<file path="config.mk">
export PLATFORM = sky130hd
export DESIGN_NAME = imm_gen_stage
export DESIGN_NICKNAME = d
export VERILOG_FILES = /design/src/rtl/imm_gen_pkg.sv /design/src/rtl/imm_extract.sv /design/src/rtl/imm_gen_stage.sv
export SDC_FILE = /design/constraint.sdc
export NUM_CORES = 1
export LEC_CHECK = 0
export CORE_MARGIN = 5
export CORE_UTILIZATION = 45
export CTS_CLUSTER_DIAMETER = 150
export CTS_CLUSTER_SIZE = 8
export DETAILED_ROUTE_END_ITERATION = 8
export PLACE_DENSITY = 0.7
export SLEW_MARGIN = 25
export SYNTH_ARGS = -nofsm -noshare
export SYNTH_HDL_FRONTEND = slang
export SYNTH_SLANG_ARGS = --single-unit
</file>
<file path="constraint.sdc">
create_clock -name clk -period 2.1 [get_ports clk]
set_input_delay 0.525 -clock clk [delete_from_list [all_inputs] [get_ports clk]]
set_output_delay 0.525 -clock clk [all_outputs]
set_load 0.05 [all_outputs]
</file>
<file path="src/rtl/imm_gen_pkg.sv">
// imm_gen_pkg: shared format encodings, opcodes and funct3 shift codes for the immediate-generation stage
package imm_gen_pkg;
   localparam logic [2:0] FMT_I     = 3'b000;
   localparam logic [2:0] FMT_S     = 3'b001;
   localparam logic [2:0] FMT_B     = 3'b010;
   localparam logic [2:0] FMT_U     = 3'b011;
   localparam logic [2:0] FMT_J     = 3'b100;
   localparam logic [2:0] FMT_Z     = 3'b101;
   localparam logic [2:0] FMT_SHAMT = 3'b110;
   localparam logic [2:0] FMT_NONE  = 3'b111;
   localparam logic [6:0] OP_IMM    = 7'b0010011;
   localparam logic [6:0] OP_LOAD   = 7'b0000011;
   localparam logic [6:0] OP_JALR   = 7'b1100111;
   localparam logic [6:0] OP_STORE  = 7'b0100011;
   localparam logic [6:0] OP_BRANCH = 7'b1100011;
   localparam logic [6:0] OP_LUI    = 7'b0110111;
   localparam logic [6:0] OP_AUIPC  = 7'b0010111;
   localparam logic [6:0] OP_JAL    = 7'b1101111;
   localparam logic [6:0] OP_SYSTEM = 7'b1110011;
   localparam logic [6:0] OP_REG    = 7'b0110011;
   localparam logic [6:0] OP_REG32  = 7'b0111011;
   localparam logic [6:0] OP_IMM32  = 7'b0011011;
   localparam logic [2:0] F3_SLL    = 3'b001;
   localparam logic [2:0] F3_SR     = 3'b101;
endpackage

</file>
<file path="src/rtl/imm_extract.sv">
// imm_extract: combinational format resolution and immediate extension
//   instr    : instruction word
//   auto_dec : 1 = format from opcode, 0 = format from sel
//   sel      : explicit format
//   imm      : XLEN extended immediate
//   fmt      : resolved format
//   illegal  : opcode unknown in auto mode
module imm_extract
   import imm_gen_pkg::*;
#(
   parameter int XLEN = 32
) (
   input  logic [31:0]     instr,
   input  logic            auto_dec,
   input  logic [2:0]      sel,
   output logic [XLEN-1:0] imm,
   output logic [2:0]      fmt,
   output logic            illegal
);
   logic [6:0] op;
   logic [2:0] f3;
   logic       shift;
   logic       w32;
   logic [2:0] dec_fmt;
   logic       dec_ill;
   assign op    = instr[6:0];
   assign f3    = instr[14:12];
   assign shift = (f3 == F3_SLL) || (f3 == F3_SR);
   // word shifts on RV64 keep a 5-bit shamt even though XLEN is 64
   assign w32   = auto_dec && (op == OP_IMM32);
   always_comb begin
      dec_fmt = FMT_NONE;
      dec_ill = 1'b0;
      case (op)
         OP_IMM:            dec_fmt = shift ? FMT_SHAMT : FMT_I;
         OP_LOAD, OP_JALR:  dec_fmt = FMT_I;
         OP_STORE:          dec_fmt = FMT_S;
         OP_BRANCH:         dec_fmt = FMT_B;
         OP_LUI, OP_AUIPC:  dec_fmt = FMT_U;
         OP_JAL:            dec_fmt = FMT_J;
         OP_SYSTEM:         dec_fmt = f3[2] ? FMT_Z : FMT_I;
         OP_REG, OP_REG32:  dec_fmt = FMT_NONE;
         OP_IMM32: begin
            dec_fmt = (XLEN == 64) ? (shift ? FMT_SHAMT : FMT_I) : FMT_NONE;
            dec_ill = (XLEN != 64);
         end
         default:           dec_ill = 1'b1;
      endcase
   end
   assign fmt     = auto_dec ? dec_fmt : sel;
   assign illegal = auto_dec & dec_ill;
   always_comb begin
      imm = '0;
      case (fmt)
         FMT_I:     imm = XLEN'($signed(instr[31:20]));
         FMT_S:     imm = XLEN'($signed({instr[31:25], instr[11:7]}));
         FMT_B:     imm = XLEN'($signed({instr[31], instr[7], instr[30:25], instr[11:8], 1'b0}));
         FMT_U:     imm = XLEN'($signed({instr[31:12], 12'b0}));
         FMT_J:     imm = XLEN'($signed({instr[31], instr[19:12], instr[20], instr[30:21], 1'b0}));
         FMT_Z:     imm = XLEN'(instr[19:15]);
         FMT_SHAMT: imm = (XLEN == 64 && !w32) ? XLEN'(instr[25:20]) : XLEN'(instr[24:20]);
         default:   imm = '0;
      endcase
   end
endmodule

</file>
<file path="src/rtl/imm_gen_stage.sv">
// imm_gen_stage: registered valid/ready immediate stage with 2-entry skid buffer and illegal counter
//   clk, rst_n        : clock, async active-low reset
//   flush             : drop all buffered entries and any simultaneous input
//   in_valid/in_ready : input handshake; in_instr, in_auto, in_sel : input payload
//   out_valid/out_ready : output handshake
//   out_imm, out_instr, out_fmt, out_illegal : registered result
//   illegal_cnt       : saturating count of illegal entries delivered
module imm_gen_stage
   import imm_gen_pkg::*;
#(
   parameter int XLEN  = 32,
   parameter int CNT_W = 16
) (
   input  logic             clk,
   input  logic             rst_n,
   input  logic             flush,
   input  logic             in_valid,
   output logic             in_ready,
   input  logic [31:0]      in_instr,
   input  logic             in_auto,
   input  logic [2:0]       in_sel,
   output logic             out_valid,
   input  logic             out_ready,
   output logic [XLEN-1:0]  out_imm,
   output logic [31:0]      out_instr,
   output logic [2:0]       out_fmt,
   output logic             out_illegal,
   output logic [CNT_W-1:0] illegal_cnt
);
   localparam int EW = XLEN + 36;
   logic [XLEN-1:0] x_imm;
   logic [2:0]      x_fmt;
   logic            x_ill;
   logic [EW-1:0]   main_q, skid_q, new_e;
   logic            main_valid, skid_valid;
   logic            in_fire, out_fire, load;
   imm_extract #(.XLEN(XLEN)) u_extract (
      .instr    (in_instr),
      .auto_dec (in_auto),
      .sel      (in_sel),
      .imm      (x_imm),
      .fmt      (x_fmt),
      .illegal  (x_ill)
   );
   assign new_e = {x_ill, x_fmt, in_instr, x_imm};
   assign {out_illegal, out_fmt, out_instr, out_imm} = main_q;
   assign out_valid = main_valid;
   // skid_valid is a flop, so in_ready is registered
   assign in_ready  = !skid_valid;
   assign in_fire   = in_valid & in_ready & !flush;
   assign out_fire  = main_valid & out_ready;
   assign load      = !main_valid | out_fire;
   always_ff @(posedge clk or negedge rst_n) begin
      if (!rst_n) begin
         main_q      <= '0;
         skid_q      <= '0;
         main_valid  <= 1'b0;
         skid_valid  <= 1'b0;
         illegal_cnt <= '0;
      end else begin
         if (out_fire && out_illegal && illegal_cnt != '1)
            illegal_cnt <= illegal_cnt + CNT_W'(1);
         if (flush) begin
            main_valid <= 1'b0;
            skid_valid <= 1'b0;
         end else if (load) begin
            // skid is only ever full while in_ready is low, so the two sources never collide
            main_valid <= skid_valid | in_fire;
            skid_valid <= 1'b0;
            if (skid_valid)
               main_q <= skid_q;
            else if (in_fire)
               main_q <= new_e;
         end else if (in_fire) begin
            skid_q     <= new_e;
            skid_valid <= 1'b1;
         end
      end
   end
endmodule

</file>
==> summary.md <==
| Metric | Value |
|---|---|
| Worst r2r path cells | `7` |
| Seq/Total Area, Yosys | `0.538` |
| Cells after synthesis | `about 750` |
| CTS root buf | `clkbuf_16` |
| Largest net degree at the start of global routing | `57` |
| Site row count | `46` |
| HPWL Detailed | `~15,000 um` |
| Mapped cell area | `7170 um2` |
| FF-to-FF setup slack | `approximately 150 ps` |
| FMAX | `487 MHz` |
| Tcrit/Tclk final | `0.978` |
| Maximum vdd drop | `approximately 0.59 mV` |
| Clock Path Buffers | `2` |
| DR vias/cell | `5.54` |
| CTS buffer count | `17` |
| Maxcap violations | `0` |
| Core ar. | `15,800 um2` |
| Synth area leaders | `dfrtp_1 54%, nand2_1 8.5%, o21ai_0 6.6%` |
| TritonCTS clock tree | `done` |
| Antenna diodes | `0` |
| Post-place setup slack | `-810 ps` |
| Final Critical Period | `approximately 2000 ps` |
| Post-route cell area | `9910 um2` |
| P&R area growth vs syn | `38.3%` |
| Ys async rst share | `1.00` |
| Number of DRC markers in iteration 0 | `slightly below 400` |
| Placed Area | `9200 um2` |
| Mapped Avg Cell Area | `9.54 um2` |
| Main flop type after synthesis | `dfrtp_1` |
| Routed wire per std cell | `about 18 um` |
| Drt pass-1 iters | `5` |
| Critical Path RT | `2450 ps` |
| Syn Nets | `793` |
| Crit Path Class | `input pin to flip-flop` |
| Worst setup path startpoint | `in_instr[6]` |
| Sink Count | `between 150 and 200` |
| Share of the synthesized area in the top cell type | `0.538` |
| Die height | `about 140 um` |
| Worst-margin pin slew | `~520 ps` |
| WL final | `between 20,000 and 25,000 um` |
| CP Data Arrival Time | `between 2000 and 2500 ps` |
| GR Util All Layers | `0.232` |
| Crit-path max FO | `8` |
| CTS Hold Bufs | `0` |
| Post-synth EDFFs | `0` |
| Global route total overflow | `0` |
| Clk_lat worst skew | `roughly 430 ps` |
| Final hold vios | `0` |
| Vias in the first global route | `approximately 6,600` |
| Setup Skew | `8.54 ps` |
| Io pins | `approximately 130` |
| Synth cell types | `53` |
| DRC | `0` |
| Area leader, netlist | `dfrtp_1` |
| First-pass GRT wire length | `33,700 um` |
| Routed Antenna Nets | `0` |
| Commonest cells in the netlist | `163 x nand2_1, 154 x dfrtp_1, 94 x o21ai_0, 40 x clkbuf_1, 36 x a31oi_1` |
| Share of layout cells above drive strength 1 | `0.231` |
| Min setup slack post-route | `between 40 and 50 ps` |
| Initial Util | `0.454` |
| Critical Path End Type | `flip-flop` |
| Most frequent cell after synthesis | `nand2_1` |
| Hold WC Path Type | `input pin to asynchronous set/reset pin` |
| GP Congestion | `roughly 0.9` |
| Die area | `around 19,000 um2` |
| Critical R2R Launch | `illegal_cnt[8]$_DFFE_PN0P_` |
| PortBufs | `around 130` |
| H-tree level count | `4` |
| #FFs+latches synth | `154` |
| CP startpoint kind | `input pin` |
| Initial antenna violation count | `0` |
| Power density cells | `just over 900 nW/um2` |
| R2R Path End | `illegal_cnt[15]$_DFFE_PN0P_` |
| Final Util | `0.628` |
| Final net count | `~990` |
| Lkg Pwr | `4.51 nW` |
| Max_slew headroom | `0.652` |
| Vias | `around 6,500` |
| Final max-slew violation count | `0` |
| Run status | `complete, no violations` |
| Final setup violation count | `0` |
| Yosys Warn Count | `0` |
| Die W | `136 um` |
| Clock transition at the registers of the reported paths | `60 ps` |
report_power, final:
group	switching [mW]	internal [mW]	total (mW)
Combinational	1.66	0.813	2.47
Clock	1.22	1.65	2.86
Sequential	0.337	3.51	3.85
Total	3.21	5.97	9.18
critical path, stage by stage:
cell       delay [ps]
buf_2             130
and4b_2           290
buf_6             130
a32oi_2           190
o211ai_4          180
a2111oi_4         360
buf_4             200
buf_12            140
nand2_2            90
a31oi_4           150
routing by layer:
layer | vias to the layer above | wire (um) | global-route usage
met3 | 40 | 1190 | 0.0396
met5 | - | 0 | 0
met1 | 3169 | 8840 | 0.308
li1 | 3018 | - | -
met2 | 261 | 10000 | 0.377
met4 | 0 | 598 | 0.102
how the worst max path moves through the flow:
stage | depth (start not counted) | slack [ps] | to
after CTS | 10 | 2 | main_q[24]$_DFFE_PN0P_
after global placement | 7 | -710 | main_q[3]$_DFFE_PN0P_
after global routing | 10 | -0.2 | main_q[23]$_DFFE_PN0P_
final | 10 | 50 | main_q[27]$_DFFE_PN0P_
after floorplan | 8 | -140 | main_q[21]$_DFFE_PN0P_
after detailed placement | 9 | -810 | main_q[28]$_DFFE_PN0P_
cell families after synthesis:
logic type,count (synthesis),share of synthesized area
flip-flops,154,0.538
AO/OA/AOI/OAI,195,0.171
multiplexers,37,0.0526
adder cells (fa/ha/maj),1,0.00175
XOR/XNOR,14,0.0171
buffers and inverters,55,0.0320
AND/OR/NAND/NOR,295,0.188
registers in the layout, summed over array words and instances (netlist names):
signal	cells
skid_valid	1
out_valid	1
illegal_cnt	16
skid_q	68
main_q	68
cells in the final DEF (no fill, tap or decap), drive strengths merged, types with 7 or more instances in the layout:
cell type | Yosys | layout
or3 | 24 | 24
dlygate4sd2 | 0 | 52
clkinv | 0 | 7
buf | 10 | 141
xnor2 | 12 | 12
o21ai | 97 | 97
o2111ai | 7 | 7
a31oi | 37 | 37
a21oi | 24 | 24
and3 | 13 | 13
o211ai | 7 | 7
clkdlybuf4s50 | 0 | 28
nand3 | 22 | 22
a21boi | 7 | 7
nand2 | 172 | 172
clkbuf | 40 | 19
nor2 | 34 | 34
mux2i | 32 | 32
dfrtp | 154 | 154
repair_timing:
item,4_1_cts,5_1_grt
pin swaps,22,20
buffers inserted,5,4
gates cloned,3,0
setup endpoints to repair,118,44
gates resized for setup,99,12
area by class of cell:
cell class                      count  area (um2)
Inverter                            5        18.8
Clock buffer                       19         443
Clock inverter                     11         100
Fill cell                        1347        5860
Timing Repair Buffer              224        1940
Tap cell                          216         270
Sequential cell                   154        3860
Multi-Input combinational cell    542        3280
metrics by stage:
step	total power [mW]	instances	hold slack, ps	setup TNS, ps
6_report	9.18	1171	31.3	0
5_1_grt	9.61	1171	86.0	-0.218
4_1_cts	9.23	1167	63.4	0
3_3_place_gp	6.31	1129	455	-43820
2_1_floorplan	5.38	751	229	-3910
3_5_place_dp	6.42	1129	462	-47670
Power figures use the tool's default switching activity.
